[src/rtl/sort_pkg.sv]
// Shared helpers for the bitonic sorter: network shape, pair indexing and pair direction.
// Elements are packed little-endian: element i occupies bits [i*W +: W].
package sort_pkg;

  localparam int MAX_LOG_N = 5;

  function automatic int elem_lsb(int i, int w);
    return i * w;
  endfunction

  function automatic int stages(int log_n);
    return log_n * (log_n + 1) / 2;
  endfunction

  function automatic int partner(int i, int j);
    return i ^ j;
  endfunction

  // Lower index of the q-th pair in a column whose distance is 2**jlog.
  function automatic int pair_lo(int q, int jlog);
    return ((q >> jlog) << (jlog + 1)) | (q & ((1 << jlog) - 1));
  endfunction

  function automatic logic pair_asc(int i, int k, logic final_merge, logic desc);
    return final_merge ? !desc : ((i & k) == 0);
  endfunction

endpackage

[src/rtl/sort_cas.sv]
// Combinational compare-and-swap of two operands; no latency, no flow control.
// asc = 1 routes the smaller value to lo; ties pass straight through.
module sort_cas #(
  parameter int W = 3
) (
  input  logic [W-1:0] a,
  input  logic [W-1:0] b,
  input  logic         asc,
  input  logic         is_signed,
  output logic [W-1:0] lo,
  output logic [W-1:0] hi
);

  logic a_gt_b;
  logic b_gt_a;
  logic swap;

  assign a_gt_b = is_signed ? ($signed(a) > $signed(b)) : (a > b);
  assign b_gt_a = is_signed ? ($signed(b) > $signed(a)) : (b > a);
  assign swap   = asc ? a_gt_b : b_gt_a;
  assign lo     = swap ? b : a;
  assign hi     = swap ? a : b;

endmodule

[src/rtl/bitonic_sort_pipe.sv]
// Pipelined bitonic sorter, one register per compare column; latency STAGES edges, 1 vector/cycle.
// A single enable stalls every stage when the output is held; in_ready follows that enable.
module bitonic_sort_pipe
  import sort_pkg::*;
#(
  parameter int LOG_N  = 3,
  parameter int W      = 3,
  parameter int SIGNED = 0
) (
  input  logic                      clk,
  input  logic                      reset,
  input  logic                      in_valid,
  output logic                      in_ready,
  input  logic                      in_desc,
  input  logic [(1<<LOG_N)*W-1:0]   in_data,
  output logic                      out_valid,
  input  logic                      out_ready,
  output logic                      out_desc,
  output logic [(1<<LOG_N)*W-1:0]   out_data
);

  localparam int N      = 1 << LOG_N;
  localparam int STAGES = stages(LOG_N);

  logic [STAGES-1:0][N*W-1:0] stage_dat;
  logic [STAGES-1:0][N*W-1:0] col_in;
  logic [STAGES-1:0][N*W-1:0] col_out;
  logic [STAGES-1:0]          stage_vld;
  logic [STAGES-1:0]          stage_desc;
  logic [STAGES-1:0]          col_vld;
  logic [STAGES-1:0]          col_desc;
  logic                       adv;

  assign adv       = !out_valid || out_ready;
  assign in_ready  = adv;
  assign out_valid = stage_vld[STAGES-1];
  assign out_desc  = stage_desc[STAGES-1];
  assign out_data  = stage_dat[STAGES-1];

  // Column s reads from the input port (s = 0) or from the register after column s-1.
  for (genvar s = 0; s < STAGES; s++) begin : g_col_src
    if (s == 0) begin : g_first
      assign col_in[s]   = in_data;
      assign col_vld[s]  = in_valid;
      assign col_desc[s] = in_desc;
    end else begin : g_next
      assign col_in[s]   = stage_dat[s-1];
      assign col_vld[s]  = stage_vld[s-1];
      assign col_desc[s] = stage_desc[s-1];
    end
  end

  for (genvar kk = 1; kk <= LOG_N; kk++) begin : g_merge
    for (genvar jd = 0; jd < kk; jd++) begin : g_dist
      localparam int JL = kk - 1 - jd;
      localparam int S  = stages(kk - 1) + jd;
      for (genvar q = 0; q < N/2; q++) begin : g_pair
        localparam int LO = pair_lo(q, JL);
        localparam int HI = partner(LO, 1 << JL);
        sort_cas #(.W(W)) u_cas (
          .a         (col_in[S][LO*W +: W]),
          .b         (col_in[S][HI*W +: W]),
          .asc       (pair_asc(LO, 1 << kk, kk == LOG_N, col_desc[S])),
          .is_signed (SIGNED != 0),
          .lo        (col_out[S][LO*W +: W]),
          .hi        (col_out[S][HI*W +: W])
        );
      end
    end
  end

  // Bubbles shift like real vectors so timing never depends on the input pattern.
  always_ff @(posedge clk or negedge reset) begin
    if (!reset) begin
      stage_dat  <= '0;
      stage_vld  <= '0;
      stage_desc <= '0;
    end else if (adv) begin
      stage_dat  <= col_out;
      stage_vld  <= col_vld;
      stage_desc <= col_desc;
    end
  end

endmodule

[config.mk]
export PLATFORM = sky130hd
export DESIGN_NAME = bitonic_sort_pipe
export DESIGN_NICKNAME = d
export VERILOG_FILES = /design/src/rtl/sort_pkg.sv /design/src/rtl/sort_cas.sv /design/src/rtl/bitonic_sort_pipe.sv
export SDC_FILE = /design/constraint.sdc
export NUM_CORES = 1
export LEC_CHECK = 0
export ABC_AREA = 1
export BUFFER_PORTS_ARGS = -buffer_cell sky130_fd_sc_hd__buf_2
export CAP_MARGIN = 15
export CORE_MARGIN = 2
export CORE_UTILIZATION = 30
export CTS_CLUSTER_SIZE = 8
export DETAILED_ROUTE_END_ITERATION = 8
export PLACE_DENSITY = 0.43
export SKIP_CTS_REPAIR_TIMING = 1
export SYNTH_ARGS = -nofsm -noshare
export SYNTH_HDL_FRONTEND = slang
export SYNTH_SLANG_ARGS = --single-unit
[constraint.sdc]
create_clock -name clk -period 1.5 [get_ports clk]
set_input_delay 0.075 -clock clk [delete_from_list [all_inputs] [get_ports clk]]
set_output_delay 0.075 -clock clk [all_outputs]
set_load 0.02 [all_outputs]
==> results of run 1 <==
## cell type report
class | instances | area [µm²]
Fill cell | 3206 | 18000
Multi-Input combinational cell | 941 | 6130
Sequential cell | 156 | 3900
Timing Repair Buffer | 243 | 1990
Inverter | 147 | 559
Tap cell | 402 | 503
Clock buffer | 20 | 447
Clock inverter | 11 | 119
Timing Repair inverter | 1 | 6.26
## metal layers
layer / up-vias / GRT usage [%] / wire length, µm
li1: 4632 / - / -
met1: 4157 / 19.5 / 12400
met2: 89 / 26.5 / 13600
met3: 19 / 2.44 / 546
met4: 0 / 4.10 / 286
met5: - / 0 / 0
## cell usage after synthesis (3+ instances only)
master | n | area (µm²)
o21ai_0 | 41 | 205
nand2_1 | 465 | 1750
o211ai_1 | 11 | 82.6
nand3_2 | 12 | 120
a31oi_1 | 6 | 37.5
buf_6 | 11 | 124
nand3_1 | 222 | 1110
a21oi_2 | 18 | 158
dfrtp_1 | 156 | 3900
inv_1 | 145 | 544
a21oi_1 | 6 | 30.0
nor2_1 | 6 | 22.5
ha_1 | 72 | 901
o21ai_1 | 25 | 125
nand2_4 | 3 | 33.8
clkbuf_1 | 3 | 11.3
o211ai_2 | 7 | 87.6
nand2_2 | 45 | 282
buf_2 | 21 | 105
## sequential cells by signal, indices dropped and copies added (netlist names)
| name | flops |
|---|---|
| stage_vld | 6 |
| out_data | 24 |
| stage_desc | 6 |
| col_in | 120 |
## logic make-up (layout without fill, tap and decap cells)
logic type               Yosys count  in the layout
AND/OR/NAND/NOR                  755            755
flip-flops                       156            156
buffers and inverters            183            422
AO/OA/AOI/OAI                    114            114
adder cells (fa/ha/maj)           72             72
## layout by cell type, fill, tap and decap left out, drive strengths merged
cell type / n
a31oi: 6
a21oi: 24
buf: 223
clkinvlp: 1
inv: 149
o211ai: 18
nand3: 234
or2: 1
dlygate4sd3: 15
ha: 72
dfrtp: 156
bufinv: 2
nor2: 7
clkbuf: 25
o21ai: 66
clkinv: 7
nand2: 513
## path summary, 6_finish.rpt
path,startpoint,endpoint,cells past startpoint
hold reg to reg,stage_vld[4],stage_vld[5],1
min in group asynchronous,reset,out_data[3],2
setup reg to reg,col_in[53],col_in[73],9
hold / removal,in_data[19],col_in[43],5
setup / recovery,stage_vld[5],in_ready,5
max in group asynchronous,reset,col_in[33],3
## per-stage QoR
stage,setup slack [ns],cell area [µm²],instances,hold slack (ns),setup TNS [ns]
6_report,0.0120,13700,1921,-0.0488,0
5_1_grt,-0.0734,13700,1921,0.00781,-0.943
4_1_cts,-0.164,11900,1862,-0.454,-2.74
3_5_place_dp,-0.135,11300,1831,0.0192,-1.73
3_3_place_gp,-0.116,11300,1831,0.0199,-1.30
2_1_floorplan,0.101,9660,1280,-0.221,0
## worst register-to-register path, cell delays in order (launching register included)
cell and delay (ns):
dfrtp_1 0.39, inv_2 0.08, ha_4 0.23, a21oi_4 0.15
nand2_4 0.10, nand2_4 0.10, nand2_1 0.06, o21ai_1 0.10
nand2_1 0.11, nand2_1 0.07
==> summary.md, run 1 <==
| Metric | Value |
|---|---|
| Inserted Clock Buffers | 17 |
| Via count | approximately 8,900 |
| Synth Flop Type | dfrtp_1 |
| Layout cells sized above 1 | approximately a third |
| Cell Chain, Critical Path | inv_2 -> nor2_4 -> inv_8 -> buf_12 -> buf_6 |
| Crit path max fanout | 6 |
| Gr usage total | about 15% |
| Slew HR | between 70 and 80% |
| Vias per inst | about 4.6 |
| IO Pins | 56 |
| Die X | 183 µm |
| Sequential share of the synthesized area | around two fifths |
| EDFF count, synth | 0 |
| CP max stage delay | 0.36 ns |
| Req. time, crit path | 1.42 ns |
| CP endpoint kind | output pin |
| Post-Route WL | between 20 and 30 mm |
| Drt wl/cell | 14.0 µm |
| Die Ht | 183 µm |
| Fmax | ~0.67 GHz |
| Startpoint Class | flop |
| Top Family by Delay on Critical Path | buffers and inverters |
| Antenna diodes | 0 |
| Final count of hold timing violations | 6 |
| FFs w/ async S/R, synth | 100% |
| Worst-case clock buffer depth | 2 |
| Largest family of logic cells by synthesized area | simple AND/OR/NAND/NOR gates |
| Core area | 0.0316 mm² |
| Drt pass-1 iters | 4 |
| Crit path kind | reg -> out |
| Post-Syn Area | 0.00966 mm² |
| IO buf count | 55 |
| First-pass GRT wire length | 41.3 mm |
| Antenna Violating Nets Remaining | 0 |
| Failing checks | negative hold slack |
| Crit path time final | 1.49 ns |
| Synth Area in Simple Gates | 34.5% |
| Synth unique cells | 24 |
| Multiplexer area fraction after synthesis | 0% |
| Final slew viol count | 0 |
| Warnings from Yosys | 0 |
| Clock sinks | about 160 |
| GPL Wtd Cong | 0.806 |
| Initial antenna violation count | 0 |
| CTS tree | yes |
| Number of max-cap violations | 0 |
| Skew-Pair Late Insertion Delay | 0.43 ns |
| Hold slack | -0.0488 ns |
| Slowest CP cell | dfrtp_1 |
| Initial core utilization | 30.5% |
| Vias in the first global route | 8,545 |
| Clock skew | 0.0140 ns |
| Reg2reg setup slack | roughly 0.050 ns |
| Post-synthesis area per instance | approximately 7.6 µm² |
| Remaining DRCs | 0 |
| DP HPWL | about 18 mm |
| Total global routing overflow | 0 |
| Status | complete, but fails checks |
| Worst Path Arrival | 1.41 ns |
| Largest net degree at the start of global routing | 69 |
| Util after Layout | 43.2% |
| Worst-path clk slew | 0.07 ns |
| Initial drt markers | 449 |
| Post-Synth Adder-Cell Area | 9.32% |
| Synthesized flop and latch total | 156 |
| Cell Rows | 65 |
| Post-synthesis net count | 1,381 |
| Setup violators final | 0 |
| Min-delay worst type | in -> reg |
| Synth Area in XOR/XNOR | 0% |
| Final period util | between 90% and 100% |
| Nets | 1,608 |
| Area Overhead vs Synth | 41.4% |
| CTS root buffer | clkbuf_16 |
| CP Buf/Inv Count | 4 |
| Die area | 0.0337 mm² |
| RSZ-0062 raised after global routing | true |
| Compound-Gate Fraction of Synth Area | 7.51% |
| Slew at the pin with the worst max-slew slack | just under 0.4 ns |
| Syn Inst Count | 1,280 |
| Htree depth | 4 |
Power of run 1 is not shown: default switching activity piles up to over one toggle a cycle in this logic, so the estimate is an artifact.
==> inputs of run 2 (changes only) <==
- RECOVER_POWER: not set -> 50
- TNS_END_PERCENT: not set -> 30
==> run 2 against run 1 <==
Net effect: the flow still finishes with violations (negative hold slack); register-to-register slack worse by 0.04 ns; hold slack improved by 0.0016 ns; utilization down 0.74 points; count of clock-buffer cells in the layout stayed put; first-iteration DRC count shrank 11%; non-clock buffer count down 6; highest routed layer unchanged; routed wire length shrank 2.2%.
==> summary.md, run 2 (synthesis results as in run 1) <==
| Metric | Value |
|---|---|
| Gr usage total | around 15% |
| Inserted Clock Buffers | 17 |
| Vias in the first global route | 8,545 |
| Largest net degree at the start of global routing | 69 |
| Hold slack | -0.0473 ns |
| Slew HR | between 30% and 40% |
| CTS root buffer | clkbuf_16 |
| IO buf count | 55 |
| Antenna diodes | 0 |
| Min-delay worst type | in -> reg |
| Die X | ~180 µm |
| CTS tree | yes |
| Die Ht | 183 µm |
| Remaining DRCs | 0 |
| Worst Path Arrival | 1.87 ns |
| Htree depth | 4 |
| Initial antenna violation count | 0 |
| Final Cell Area | 0.0134 mm² |
| Number of max-cap violations | 0 |
| Commonest non-fill, non-tap cell in the layout | nand2_1 |
| Worst setup path end | col_in[104] |
| Die area | 0.0337 mm² |
| DP HPWL | 17.5 mm |
| Initial core utilization | 30.5% |
| RR Endpoint | col_in[104] |
| Post-Route WL | 26.3 mm |
| GPL Wtd Cong | 0.806 |
| IO Pins | 56 |
| Crit path max fanout | 5 |
| Fmax | 0.669 GHz |
| RSZ-0062 raised after global routing | true |
| Worst-case clock buffer depth | 2 |
| Placed cell areas | 0.0113 mm² |
| Clock sinks | 156 |
| Slew at the pin with the worst max-slew slack | around 0.98 ns |
| Final period util | 99.6% |
| Antenna Violating Nets Remaining | 0 |
| Reg2Reg Depth | 8 |
| Final count of hold timing violations | 6 |
| Drt wl/cell | 13.7 µm |
| Cell Rows | 65 |
| Setup TNS Final | 0 ns |
| Clock skew | between 0.01 and 0.015 ns |
| Setup violators final | 0 |
| First-pass GRT wire length | 41.3 mm |
| CP endpoint kind | flop |
| Min-delay src | in_data[19] |
| Area Overhead vs Synth | 39.0% |
| Drt pass-1 iters | 5 |
| Max reg flops | 120 |
| Most frequent cells in the layout | 444 x nand2_1, 188 x nand3_1, 156 x dfrtp_1 |
| Layout cells sized above 1 | 30.7% |
| Final slew viol count | 0 |
| Skew-Pair Late Insertion Delay | 0.43 ns |
| CP startpoint | col_in[80] |
| Nets | approximately 1,600 |
| Failing checks | negative hold slack |
| Reg2reg setup slack | about 0.0056 ns |
| Status | complete, but fails checks |
| Core area | 0.0316 mm² |
| Req. time, crit path | about 1.9 ns |
| Worst-path clk slew | about 0.070 ns |
| Initial drt markers | approximately 400 |
| Via count | 8,839 |
| FF-to-FF Start | col_in[80] |
| Crit path time final | 1.49 ns |
| Crit path kind | reg -> reg |
| Startpoint Class | flop |
| Vias per inst | 4.62 |
| Total global routing overflow | 0 |
[run 2: cell count changes in the layout (fill, tap and decap cells not counted), moves of 3 or more]
cell / previous run / this run
buf_12: 8 / 5
nand3_4: 19 / 14
nand2_4: 36 / 33
ha_4: 36 / 33
nand3_1: 184 / 188
ha_1: 36 / 39
nand2_1: 439 / 444
[run 2: routing by layer]
| metal | GRT usage (%) | share of wire, % | vias to the layer above |
|---|---|---|---|
| met5 | 0 | 0 | - |
| met4 | 4.10 | 0.88 | 0 |
| met3 | 2.44 | 1.5 | 14 |
| met1 | 19.5 | 47 | 4138 |
| li1 | - | - | 4617 |
| met2 | 26.5 | 51 | 70 |
[run 2: worst min path at each step]
stage / slack [ns] / depth (start not counted) / end
after floorplan: -0.22 / 0 / col_in[100]
after global placement: 0.02 / 1 / out_data[3]
after detailed placement: 0.02 / 1 / out_data[3]
after CTS: -0.45 / 1 / out_data[3]
after global routing: 0.008 / 5 / col_in[45]
final: -0.05 / 5 / col_in[43]
[run 2: per-stage QoR]
step	utilization, %	hold slack (ns)	cells	worst slack, ns
finish	42.4	-0.0473	1915	0.00562
detailed placement	35.7	0.0192	1831	-0.135
global route	42.4	0.00781	1915	-0.0777
CTS	37.5	-0.454	1862	-0.164
floorplan	-	-0.221	1280	0.101
global placement	35.7	0.0199	1831	-0.116
[run 2: worst max-delay path, cell delays in order, from the launching register on]
cell     delay [ns]
dfrtp_1        0.36
inv_1          0.12
ha_4           0.24
a21oi_4        0.17
nand3_2        0.15
buf_4          0.17
nand3_1        0.07
nand3_1        0.10
nand2_1        0.07
[run 2: final cells by class]
cell class | count | area (µm²)
Fill cell | 3225 | 18200
Multi-Input combinational cell | 941 | 6000
Sequential cell | 156 | 3900
Timing Repair Buffer | 237 | 1890
Inverter | 147 | 559
Tap cell | 402 | 503
Clock buffer | 20 | 447
Clock inverter | 11 | 119
Timing Repair inverter | 1 | 6.26
Power of run 2 is left out for the same reason.
==> inputs of run 3 (changes only) <==
- CAP_MARGIN: 15 -> 40
- PLACE_DENSITY: 0.43 -> 0.41
- clock period: 1.5 -> 1.9 ns (I/O delays scaled with it)
==> run 3 against run 2 <==
Net effect: the run still ends with negative hold slack left; global-route usage fell by 0.75 points; register-to-register slack better by 0.22 ns; sequential share of layout area is 6.2 points higher; die area unchanged; hold slack improved by 0.037 ns; routed wire length down 12%; count of clock-buffer cells in the layout rose by 1; critical path depth unchanged; clock skew is 0.0059 ns lower; largest cell class unchanged.
==> summary.md, run 3 (synthesis results as in run 1) <==
| Metric | Value |
|---|---|
| Die X | 183 µm |
| First-pass GRT wire length | 39.5 mm |
| CTS tree | yes |
| Setup TNS Final | 0 ns |
| Clock sinks | approximately 160 |
| Initial drt markers | 369 |
| RSZ-0062 raised after global routing | false |
| Crit path time final | 1.78 ns |
| Cell Rows | 65 |
| Final period util | 93.6% |
| Nets | 1,445 |
| Final non-filler cell total | 1,759 |
| Total global routing overflow | 0 |
| Number of max-cap violations | 0 |
| Drt pass-1 iters | 6 |
| Failing checks | negative hold slack |
| IO Pins | 56 |
| Inserted Clock Buffers | 17 |
| Remaining DRCs | 0 |
| DP HPWL | 16.6 mm |
| Min-delay worst type | in -> reg |
| Status | complete, but fails checks |
| Pre-CTS setup slack | 0.230 ns |
| Most frequent cells in the layout | 465 x nand2_1, 222 x nand3_1, 156 x dfrtp_1 |
| Fin worst setup slack | 0.121 ns |
| Clock skew | 0.00787 ns |
| Antenna Violating Nets Remaining | 0 |
| Die Ht | 183 µm |
| Vias per inst | 4.60 |
| Crit path kind | in -> reg |
| Post-Route WL | 23.0 mm |
| Drt wl/cell | 13.1 µm |
| IO buf count | 55 |
| Core area | 0.0316 mm² |
| Worst-case clock buffer depth | 2 |
| Slew at the pin with the worst max-slew slack | between 1 and 1.5 ns |
| Req. time, crit path | roughly 2.2 ns |
| Die area | 0.0337 mm² |
| Initial antenna violation count | 0 |
| CP endpoint kind | flop |
| CTS root buffer | clkbuf_16 |
| Area Overhead vs Synth | 14.5% |
| Placed cells | 1,716 |
| Gr usage total | between 10% and 20% |
| Commonest non-fill, non-tap cell in the layout | nand2_1 |
| Worst-path clk slew | roughly 0.060 ns |
| Crit path max fanout | 6 |
| Initial core utilization | 30.5% |
| Fmax | ~0.56 GHz |
| Largest net degree at the start of global routing | about 120 |
| Worst Path Arrival | 2.08 ns |
| Antenna diodes | 0 |
| Startpoint Class | input port |
| Layout cells sized above 1 | 12.9% |
| Max reg flops | 120 |
| Skew-Pair Late Insertion Delay | 0.43 ns |
| Hold slack | -0.0105 ns |
| Htree depth | 4 |
| Vias in the first global route | 8,001 |
| Slew HR | 26.5% |
| Setup violators final | 0 |
| Final count of hold timing violations | 4 |
| Via count | 8,091 |
| GPL Wtd Cong | ~0.78 |
| Layout fillers | 3,395 |
| Final slew viol count | 0 |
-- run 3: changes by cell type in the layout (fill, tap and decap cells not counted), sizes merged --
cell,delta
inv,-2
clkinvlp,+3
clkinv,-3
clkbuf,+10
buf,-161
bufinv,+1
dlygate4sd3,-4
-- run 3: cell type report --
cell class | instances | area (µm²) | area share, %
flip-flops and latches | 156 | 3900 | 35.3
well taps | 402 | 503 | 4.55
inverters | 147 | 559 | 5.05
clock inverters | 11 | 144 | 1.30
multi-input cells | 941 | 4960 | 44.8
clock buffers | 21 | 450 | 4.07
repair buffers | 81 | 546 | 4.93
-- run 3: worst max-delay path: stages --
cell and delay, ns:
dlygate4sd3_1 0.53, buf_2 0.13, ha_1 0.33, a21oi_2 0.18, nand2_2 0.11, nand2_1 0.08, a31oi_1 0.06, dlygate4sd3_1 0.56
-- run 3: metal layers --
layer	global-route usage, %	wire length (µm)
met5	0	0
met4	3.65	247
met2	24.5	10800
met3	2.36	428
met1	19.2	11500
-- run 3: metrics by stage --
step / cell area, µm² / utilization, %
finish: 11100 / 35.0
global route: 11100 / 35.0
CTS: 11000 / 34.7
detailed placement: 10400 / 32.8
global placement: 10400 / 32.8
floorplan: 9660 / -
-- run 3: final timing paths --
kind / start / depth (start not counted) / to / slack (ns)
min in group asynchronous: reset / 2 / out_data[0] / 0.41
max in group asynchronous: reset / 3 / col_in[35] / 0.37
hold reg to reg: stage_vld[1] / 2 / stage_vld[2] / 0.46
setup reg to reg: col_in[110] / 8 / col_in[138] / 0.23
hold / removal: in_data[7] / 5 / col_in[31] / -0.01
setup / recovery: in_data[2] / 8 / col_in[29] / 0.12
Power of run 3 is left out for the same reason.
